File: config.mk
export PLATFORM = sky130hd
export DESIGN_NAME = regfile_2r1w_flat
export DESIGN_NICKNAME = d
export VERILOG_FILES = /design/src/rtl/regfile_2r1w_if.sv /design/src/rtl/regfile_2r1w.sv /design/src/flat_wrapper.sv
export SDC_FILE = /design/constraint.sdc
export NUM_CORES = 1
export LEC_CHECK = 0
export CELL_PAD_IN_SITES_DETAIL_PLACEMENT = 0
export CELL_PAD_IN_SITES_GLOBAL_PLACEMENT = 1
export CORE_MARGIN = 2
export CORE_UTILIZATION = 45
export CTS_CLUSTER_SIZE = 25
export DETAILED_ROUTE_END_ITERATION = 16
export DONT_BUFFER_PORTS = 1
export GPL_TIMING_DRIVEN = 0
export PLACE_DENSITY = 0.66
export SYNTH_ARGS = -nofsm -noshare
export SYNTH_HDL_FRONTEND = slang
export SYNTH_SLANG_ARGS = --single-unit
File: constraint.sdc
create_clock -name clk -period 3 [get_ports clk]
set_input_delay 0.6 -clock clk [delete_from_list [all_inputs] [get_ports clk]]
set_output_delay 0.6 -clock clk [all_outputs]
set_load 0.1 [all_outputs]
File: src/rtl/regfile_2r1w_if.sv
// Port bundle for the 2-read/1-write register file.
// The master side issues writes, reads and clear requests.
// The slave side (the register file) returns read data, strobes and busy.
interface regfile_2r1w_if #(
   parameter int MEM_WIDTH    = 8,
   parameter int ADDRESS_SIZE = 4
);
   // Write port
   logic                    wr_en;
   logic [ADDRESS_SIZE-1:0] wr_addr;
   logic [MEM_WIDTH-1:0]    wr_data;
   logic [MEM_WIDTH-1:0]    wr_mask;
   logic                    wr_err;

   // Read port 0
   logic                    rd0_en;
   logic [ADDRESS_SIZE-1:0] rd0_addr;
   logic [MEM_WIDTH-1:0]    rd0_data;
   logic                    rd0_valid;
   logic                    rd0_err;

   // Read port 1
   logic                    rd1_en;
   logic [ADDRESS_SIZE-1:0] rd1_addr;
   logic [MEM_WIDTH-1:0]    rd1_data;
   logic                    rd1_valid;
   logic                    rd1_err;

   // Clear engine control
   logic                    clear_req;
   logic                    busy;

   modport master (
      output wr_en, wr_addr, wr_data, wr_mask,
      output rd0_en, rd0_addr, rd1_en, rd1_addr,
      output clear_req,
      input  wr_err,
      input  rd0_data, rd0_valid, rd0_err,
      input  rd1_data, rd1_valid, rd1_err,
      input  busy
   );

   modport slave (
      input  wr_en, wr_addr, wr_data, wr_mask,
      input  rd0_en, rd0_addr, rd1_en, rd1_addr,
      input  clear_req,
      output wr_err,
      output rd0_data, rd0_valid, rd0_err,
      output rd1_data, rd1_valid, rd1_err,
      output busy
   );
endinterface

File: src/rtl/regfile_2r1w.sv
// Register file with two read ports and one masked write port.
// Features: registered reads with valid strobes, a write-first bypass,
// out-of-range detection, and a clear engine that walks every entry
// after reset or on request.
module regfile_2r1w #(
   parameter int                   MEM_WIDTH    = 8,
   parameter int                   ADDRESS_SIZE = 4,
   parameter int                   MEM_DEPTH    = 16,
   parameter logic [MEM_WIDTH-1:0] CLEAR_VALUE  = '0
) (
   input  logic          clk,
   input  logic          rst,
   regfile_2r1w_if.slave bus
);

   localparam logic [0:0] ST_CLEAR = 1'b0;
   localparam logic [0:0] ST_READY = 1'b1;

   localparam int NUM_RD = 2;

   // One extra bit so that MEM_DEPTH == 2**ADDRESS_SIZE is representable.
   localparam logic [ADDRESS_SIZE:0]   DEPTH_EXT = (ADDRESS_SIZE+1)'(MEM_DEPTH);
   localparam logic [ADDRESS_SIZE-1:0] LAST_IDX  = ADDRESS_SIZE'(MEM_DEPTH - 1);

   logic [MEM_WIDTH-1:0]    mem_q [MEM_DEPTH];

   logic [0:0]              state_q, state_d;
   logic [ADDRESS_SIZE-1:0] clr_idx_q, clr_idx_d;
   logic                    ready;

   logic                    wr_in_range;
   logic                    wr_fire;
   logic [MEM_WIDTH-1:0]    wr_old;
   logic [MEM_WIDTH-1:0]    wr_merged;
   logic                    wr_err_q, wr_err_d;

   // Read request inputs gathered into vectors so the ports share one generate body.
   logic [NUM_RD-1:0]                   rd_en_w;
   logic [NUM_RD-1:0][ADDRESS_SIZE-1:0] rd_addr_w;

   assign rd_en_w   = {bus.rd1_en,   bus.rd0_en};
   assign rd_addr_w = {bus.rd1_addr, bus.rd0_addr};

   assign ready    = (state_q == ST_READY);
   assign bus.busy = (state_q == ST_CLEAR);

   // Write path: range check and read-modify-write merge under the bit mask.
   assign wr_in_range = ({1'b0, bus.wr_addr} < DEPTH_EXT);
   assign wr_fire     = ready && bus.wr_en && wr_in_range;
   assign wr_old      = wr_in_range ? mem_q[bus.wr_addr] : '0;
   assign wr_merged   = (wr_old & ~bus.wr_mask) | (bus.wr_data & bus.wr_mask);
   assign wr_err_d    = ready && bus.wr_en && !wr_in_range;

   // Clear engine sequencing: walk entries 0..MEM_DEPTH-1 then return to READY.
   always_comb begin
      state_d   = state_q;
      clr_idx_d = clr_idx_q;
      if (state_q == ST_CLEAR) begin
         if (clr_idx_q == LAST_IDX) begin
            state_d   = ST_READY;
            clr_idx_d = '0;
         end else begin
            clr_idx_d = clr_idx_q + ADDRESS_SIZE'(1);
         end
      end else if (bus.clear_req) begin
         state_d   = ST_CLEAR;
         clr_idx_d = '0;
      end
   end

   // State and clear counter registers; reset restarts the clear from entry 0.
   always_ff @(posedge clk) begin
      if (rst) begin
         state_q   <= ST_CLEAR;
         clr_idx_q <= '0;
      end else begin
         state_q   <= state_d;
         clr_idx_q <= clr_idx_d;
      end
   end

   // Memory array update: the clear engine owns the port while busy, otherwise the write port.
   always_ff @(posedge clk) begin
      if (!rst) begin
         if (state_q == ST_CLEAR) begin
            mem_q[clr_idx_q] <= CLEAR_VALUE;
         end else if (wr_fire) begin
            mem_q[bus.wr_addr] <= wr_merged;
         end
      end
   end

   // Write error strobe register.
   always_ff @(posedge clk) begin
      if (rst) begin
         wr_err_q <= 1'b0;
      end else begin
         wr_err_q <= wr_err_d;
      end
   end

   assign bus.wr_err = wr_err_q;

   genvar gi;
   generate
      for (gi = 0; gi < NUM_RD; gi++) begin : g_rd
         logic                 in_range;
         logic                 bypass_hit;
         logic [MEM_WIDTH-1:0] data_q, data_d;
         logic                 valid_q, valid_d;
         logic                 err_q, err_d;

         assign in_range   = ({1'b0, rd_addr_w[gi]} < DEPTH_EXT);
         assign bypass_hit = wr_fire && (rd_addr_w[gi] == bus.wr_addr);

         // Read selection: out-of-range reads return zero, same-address writes are forwarded.
         always_comb begin
            data_d  = data_q;
            valid_d = 1'b0;
            err_d   = 1'b0;
            if (ready && rd_en_w[gi]) begin
               valid_d = 1'b1;
               if (!in_range) begin
                  data_d = '0;
                  err_d  = 1'b1;
               end else if (bypass_hit) begin
                  data_d = wr_merged;
               end else begin
                  data_d = mem_q[rd_addr_w[gi]];
               end
            end
         end

         // Read output registers; data holds when no read is accepted.
         always_ff @(posedge clk) begin
            if (rst) begin
               data_q  <= '0;
               valid_q <= 1'b0;
               err_q   <= 1'b0;
            end else begin
               data_q  <= data_d;
               valid_q <= valid_d;
               err_q   <= err_d;
            end
         end
      end
   endgenerate

   assign bus.rd0_data  = g_rd[0].data_q;
   assign bus.rd0_valid = g_rd[0].valid_q;
   assign bus.rd0_err   = g_rd[0].err_q;
   assign bus.rd1_data  = g_rd[1].data_q;
   assign bus.rd1_valid = g_rd[1].valid_q;
   assign bus.rd1_err   = g_rd[1].err_q;

endmodule

File: src/flat_wrapper.sv
// flat-port wrapper written by rule: the top's interface ports become plain ports
module regfile_2r1w_flat 
#(
   parameter int                   MEM_WIDTH    = 8,
   parameter int                   ADDRESS_SIZE = 4,
   parameter int                   MEM_DEPTH    = 16,
   parameter logic [MEM_WIDTH-1:0] CLEAR_VALUE  = '0
)
  (clk, rst, bus_wr_en, bus_wr_addr, bus_wr_data, bus_wr_mask, bus_rd0_en, bus_rd0_addr, bus_rd1_en, bus_rd1_addr, bus_clear_req, bus_wr_err, bus_rd0_data, bus_rd0_valid, bus_rd0_err, bus_rd1_data, bus_rd1_valid, bus_rd1_err, bus_busy);
  regfile_2r1w_if #(.MEM_WIDTH(MEM_WIDTH), .ADDRESS_SIZE(ADDRESS_SIZE)) bus_i ();
  input  logic clk;
  input  logic rst;
  input wire logic [$bits(bus_i.wr_en)-1:0] bus_wr_en;
  input wire logic [$bits(bus_i.wr_addr)-1:0] bus_wr_addr;
  input wire logic [$bits(bus_i.wr_data)-1:0] bus_wr_data;
  input wire logic [$bits(bus_i.wr_mask)-1:0] bus_wr_mask;
  input wire logic [$bits(bus_i.rd0_en)-1:0] bus_rd0_en;
  input wire logic [$bits(bus_i.rd0_addr)-1:0] bus_rd0_addr;
  input wire logic [$bits(bus_i.rd1_en)-1:0] bus_rd1_en;
  input wire logic [$bits(bus_i.rd1_addr)-1:0] bus_rd1_addr;
  input wire logic [$bits(bus_i.clear_req)-1:0] bus_clear_req;
  output wire logic [$bits(bus_i.wr_err)-1:0] bus_wr_err;
  output wire logic [$bits(bus_i.rd0_data)-1:0] bus_rd0_data;
  output wire logic [$bits(bus_i.rd0_valid)-1:0] bus_rd0_valid;
  output wire logic [$bits(bus_i.rd0_err)-1:0] bus_rd0_err;
  output wire logic [$bits(bus_i.rd1_data)-1:0] bus_rd1_data;
  output wire logic [$bits(bus_i.rd1_valid)-1:0] bus_rd1_valid;
  output wire logic [$bits(bus_i.rd1_err)-1:0] bus_rd1_err;
  output wire logic [$bits(bus_i.busy)-1:0] bus_busy;
  assign bus_i.wr_en = bus_wr_en;
  assign bus_i.wr_addr = bus_wr_addr;
  assign bus_i.wr_data = bus_wr_data;
  assign bus_i.wr_mask = bus_wr_mask;
  assign bus_i.rd0_en = bus_rd0_en;
  assign bus_i.rd0_addr = bus_rd0_addr;
  assign bus_i.rd1_en = bus_rd1_en;
  assign bus_i.rd1_addr = bus_rd1_addr;
  assign bus_i.clear_req = bus_clear_req;
  assign bus_wr_err = bus_i.wr_err;
  assign bus_rd0_data = bus_i.rd0_data;
  assign bus_rd0_valid = bus_i.rd0_valid;
  assign bus_rd0_err = bus_i.rd0_err;
  assign bus_rd1_data = bus_i.rd1_data;
  assign bus_rd1_valid = bus_i.rd1_valid;
  assign bus_rd1_err = bus_i.rd1_err;
  assign bus_busy = bus_i.busy;
  regfile_2r1w #(.MEM_WIDTH(MEM_WIDTH), .ADDRESS_SIZE(ADDRESS_SIZE), .MEM_DEPTH(MEM_DEPTH), .CLEAR_VALUE(CLEAR_VALUE)) u_core (.clk(clk), .rst(rst), .bus(bus_i));
endmodule
==> impl_metrics.json <==
{
  "layout_commonest_cell": "edfxtp_1",
  "gr-usage-all-layers": 0.289,
  "gp_congestion": 0.924,
  "clock_latency_ns": 0.44,
  "cp.required_ns": 3.05,
  "path_class": "register to register",
  "power.static_leakage_nw": 3.35,
  "mappedNetlistArea_sq_mm": 0.00855,
  "synth_flop_cell": "edfxtp_1",
  "min_path_type": "input port to register",
  "initial_core_util": 0.458,
  "path_clk_slew_ns": 0.07,
  "synth_top_area_share": 0.450,
  "setup_violations": 0,
  "vias_per_cell": 7.01,
  "grt_overflow": 0,
  "die_h_um": 142,
  "grt_pass1_wl_mm": 40.6,
  "critPathTopFamily": "simple AND/OR/NAND/NOR gates",
  "rows": 50,
  "synth_seq_area_share": 0.504,
  "fin_nets": 651,
  "async_reset_ff_frac": 0,
  "rsz0062_at_grt": "true",
  "route.detailed.drc": 0,
  "status": "finished clean",
  "h-tree-depth": 4,
  "layoutNonFillerInstCount": 863,
  "grt_pass1_vias": 5980,
  "placed_cell_area_sq_mm": 0.00885,
  "register_area_sq_mm": 0.00430,
  "antenna_found_initial": 0,
  "post_cts_buffers": 0,
  "crit_chain": "buf_4 -> and3b_1 -> buf_4 -> clkbuf_1 -> a31oi_1 -> nor2_1",
  "crit_arrival_ns": 3.02,
  "synth_top_family_by_area": "multiplexers",
  "endpoint_kind": "register",
  "min_period_ns": 2.97,
  "critPathBufInv": 3,
  "numCtsBuffers": 17,
  "grt_max_degree": 17,
  "maxCapViolCount": 0,
  "p_per_area_mw_per_mm2": 531,
  "synth_cell_types": 53,
  "io_pins": 56,
  "yosys_register_bits": 151,
  "antennaDiodeCount": 0,
  "fin_skew_ns": 0.00799,
  "place_inst": 831,
  "drtIter0Drc": 823,
  "cts_root_buffer": "clkbuf_16",
  "multi_input_area_sq_mm": 0.00390,
  "area_growth_pct": 10.6,
  "stdcell_area_sq_mm": 0.00945,
  "fmax_mhz": 337,
  "synthTopCellsByArea": "edfxtp_1, mux4_2, mux2i_1",
  "hold_viol": 0,
  "critical_path.startpoint_type": "register",
  "synth-edff-count": 128,
  "yosys.area_share.xor_xnor": 0.0102,
  "report.final.slew_viol_count": 0,
  "peakVddDrop_mv": 0.377,
  "core_sq_mm": 0.0186,
  "cts_tree": "done",
  "fill_cells": 1611,
  "path_max_fanout": 10,
  "final_cell_mix": "edfxtp_1, mux4_2, mux2i_1",
  "cpPeakStageDelay_ns": 0.98,
  "avgSynthCellArea_sq_um": 14.4,
  "drive_gt1_frac": 0.245,
  "cts_sinks": 151,
  "dp_hpwl_mm": 20.3,
  "muxShareOfSynthArea": 0.256,
  "slew_headroom": 0.211,
  "finalCritPeriodShare": 0.989,
  "numPortBuffers": 0,
  "wire_per_inst_um": 32.4,
  "clock_path_buffers": 2,
  "tightest_slew_ns": 1.18,
  "yosysTopAreaCell": "edfxtp_1",
  "synth_cells": 595,
  "synthSimpleGateAreaFrac": 0.0589,
  "r2r_slack_ns": 0.03,
  "dr.pass1.iters": 6,
  "cp_slowest_cell": "nor2_1",
  "synth_compound_area_frac": 0.126,
  "synth_fa_ha_area_frac": 0.00146,
  "ys_warn_count": 0,
  "die_area_sq_mm": 0.0201,
  "cpMostUsedCell": "buf_4",
  "die_w_um": 142,
  "drtAntennaViolNets": 0,
  "routed-via-count": 6052,
  "routed_wl_mm": 27.9
}
==> path summary, 6_finish.rpt <==
kind | from | end | cells after the start
worst max register to register | u_core.ready | u_core.mem_q[3][4] | 6
worst max-delay path | u_core.ready | u_core.mem_q[3][4] | 6
worst min-delay path | bus_clear_req | u_core.clr_idx_q[1] | 3
worst min register to register | u_core.clr_idx_q[1] | u_core.clr_idx_q[1] | 2
==> metrics by stage <==
stage                     worst slack, ns  setup TNS [ns]  hold slack, ns  total power (W)  utilization
after floorplan                     0.604               0           0.494          0.00269            -
after global placement             -0.316          -14.06           0.533          0.00284        0.474
after detailed placement           -0.337          -13.94           0.536          0.00284        0.474
after CTS                          0.0633               0           0.371          0.00500        0.506
after global routing              -0.0709           -1.59           0.396          0.00514        0.507
final                              0.0329               0           0.375          0.00502        0.507
==> cell families after synthesis <==
| family | Yosys count |
|---|---|
| xor+xnor | 10 |
| fa+ha+maj | 1 |
| simple gates | 104 |
| compound gates | 136 |
| other cells | 1 |
| mux | 129 |
| flops | 151 |
| buf+inv | 63 |
==> cell type report <==
cell class / count / area share
buffer: 53 / 0.0349
inverter: 10 / 0.00397
sequential: 151 / 0.455
clock inverter: 15 / 0.0177
multi-input combinational: 383 / 0.412
clock buffer: 17 / 0.0450
tap: 234 / 0.0310
==> synth_stat cells, types with 8 or more instances <==
cell        n
edfxtp_1  128
mux4_2     71
mux2i_1    51
nand2_1    34
a221oi_1   33
nor2_1     28
dfxtp_1    23
a22oi_1    16
clkbuf_1   16
a221o_1    14
buf_2      12
a21oi_1    11
buf_4      11
and2_1     10
a311oi_1    9
a21o_1      8
o22ai_1     8
==> where the power goes <==
part	internal [W]	switching, W	total, W
registers	0.00227	0.0000146	0.00228
logic	0.000194	0.000338	0.000532
clock network	0.00125	0.000955	0.00220
total	0.00371	0.00131	0.00502
==> repair_timing <==
| item | in CTS | in global routing |
|---|---|---|
| hold buffers | 0 | 0 |
| resized for setup | 0 | 6 |
| endpoints found under the setup margin | 0 | 80 |
==> layer usage <==
metal	wire, um	GRT usage	vias up	share of wire
li1	-	-	2515	-
met1	11400	0.407	3097	0.41
met2	12600	0.426	398	0.45
met3	3460	0.103	42	0.12
met4	530	0.0858	0	0.019
met5	0	0	-	0
==> sequential cells by signal, indices dropped and copies added, names as in the netlist <==
name                  cells
u_core.bus.rd0_data       8
u_core.bus.rd0_valid      1
u_core.clr_idx_q          4
u_core.ready              1
u_core.bus.rd1_data       8
u_core.bus.rd1_valid      1
u_core.mem_q            128
==> worst register-to-register path, delay by kind of cell, from the launching register on <==
| kind | cells | cell delay, ns |
|---|---|---|
| AOI/OAI and AO/OA | 1 | 0.37 |
| buffers and inverters | 3 | 0.75 |
| DFF | 1 | 0.31 |
| and+or+nand+nor | 2 | 1.14 |
Power figures use the tool's default switching activity.
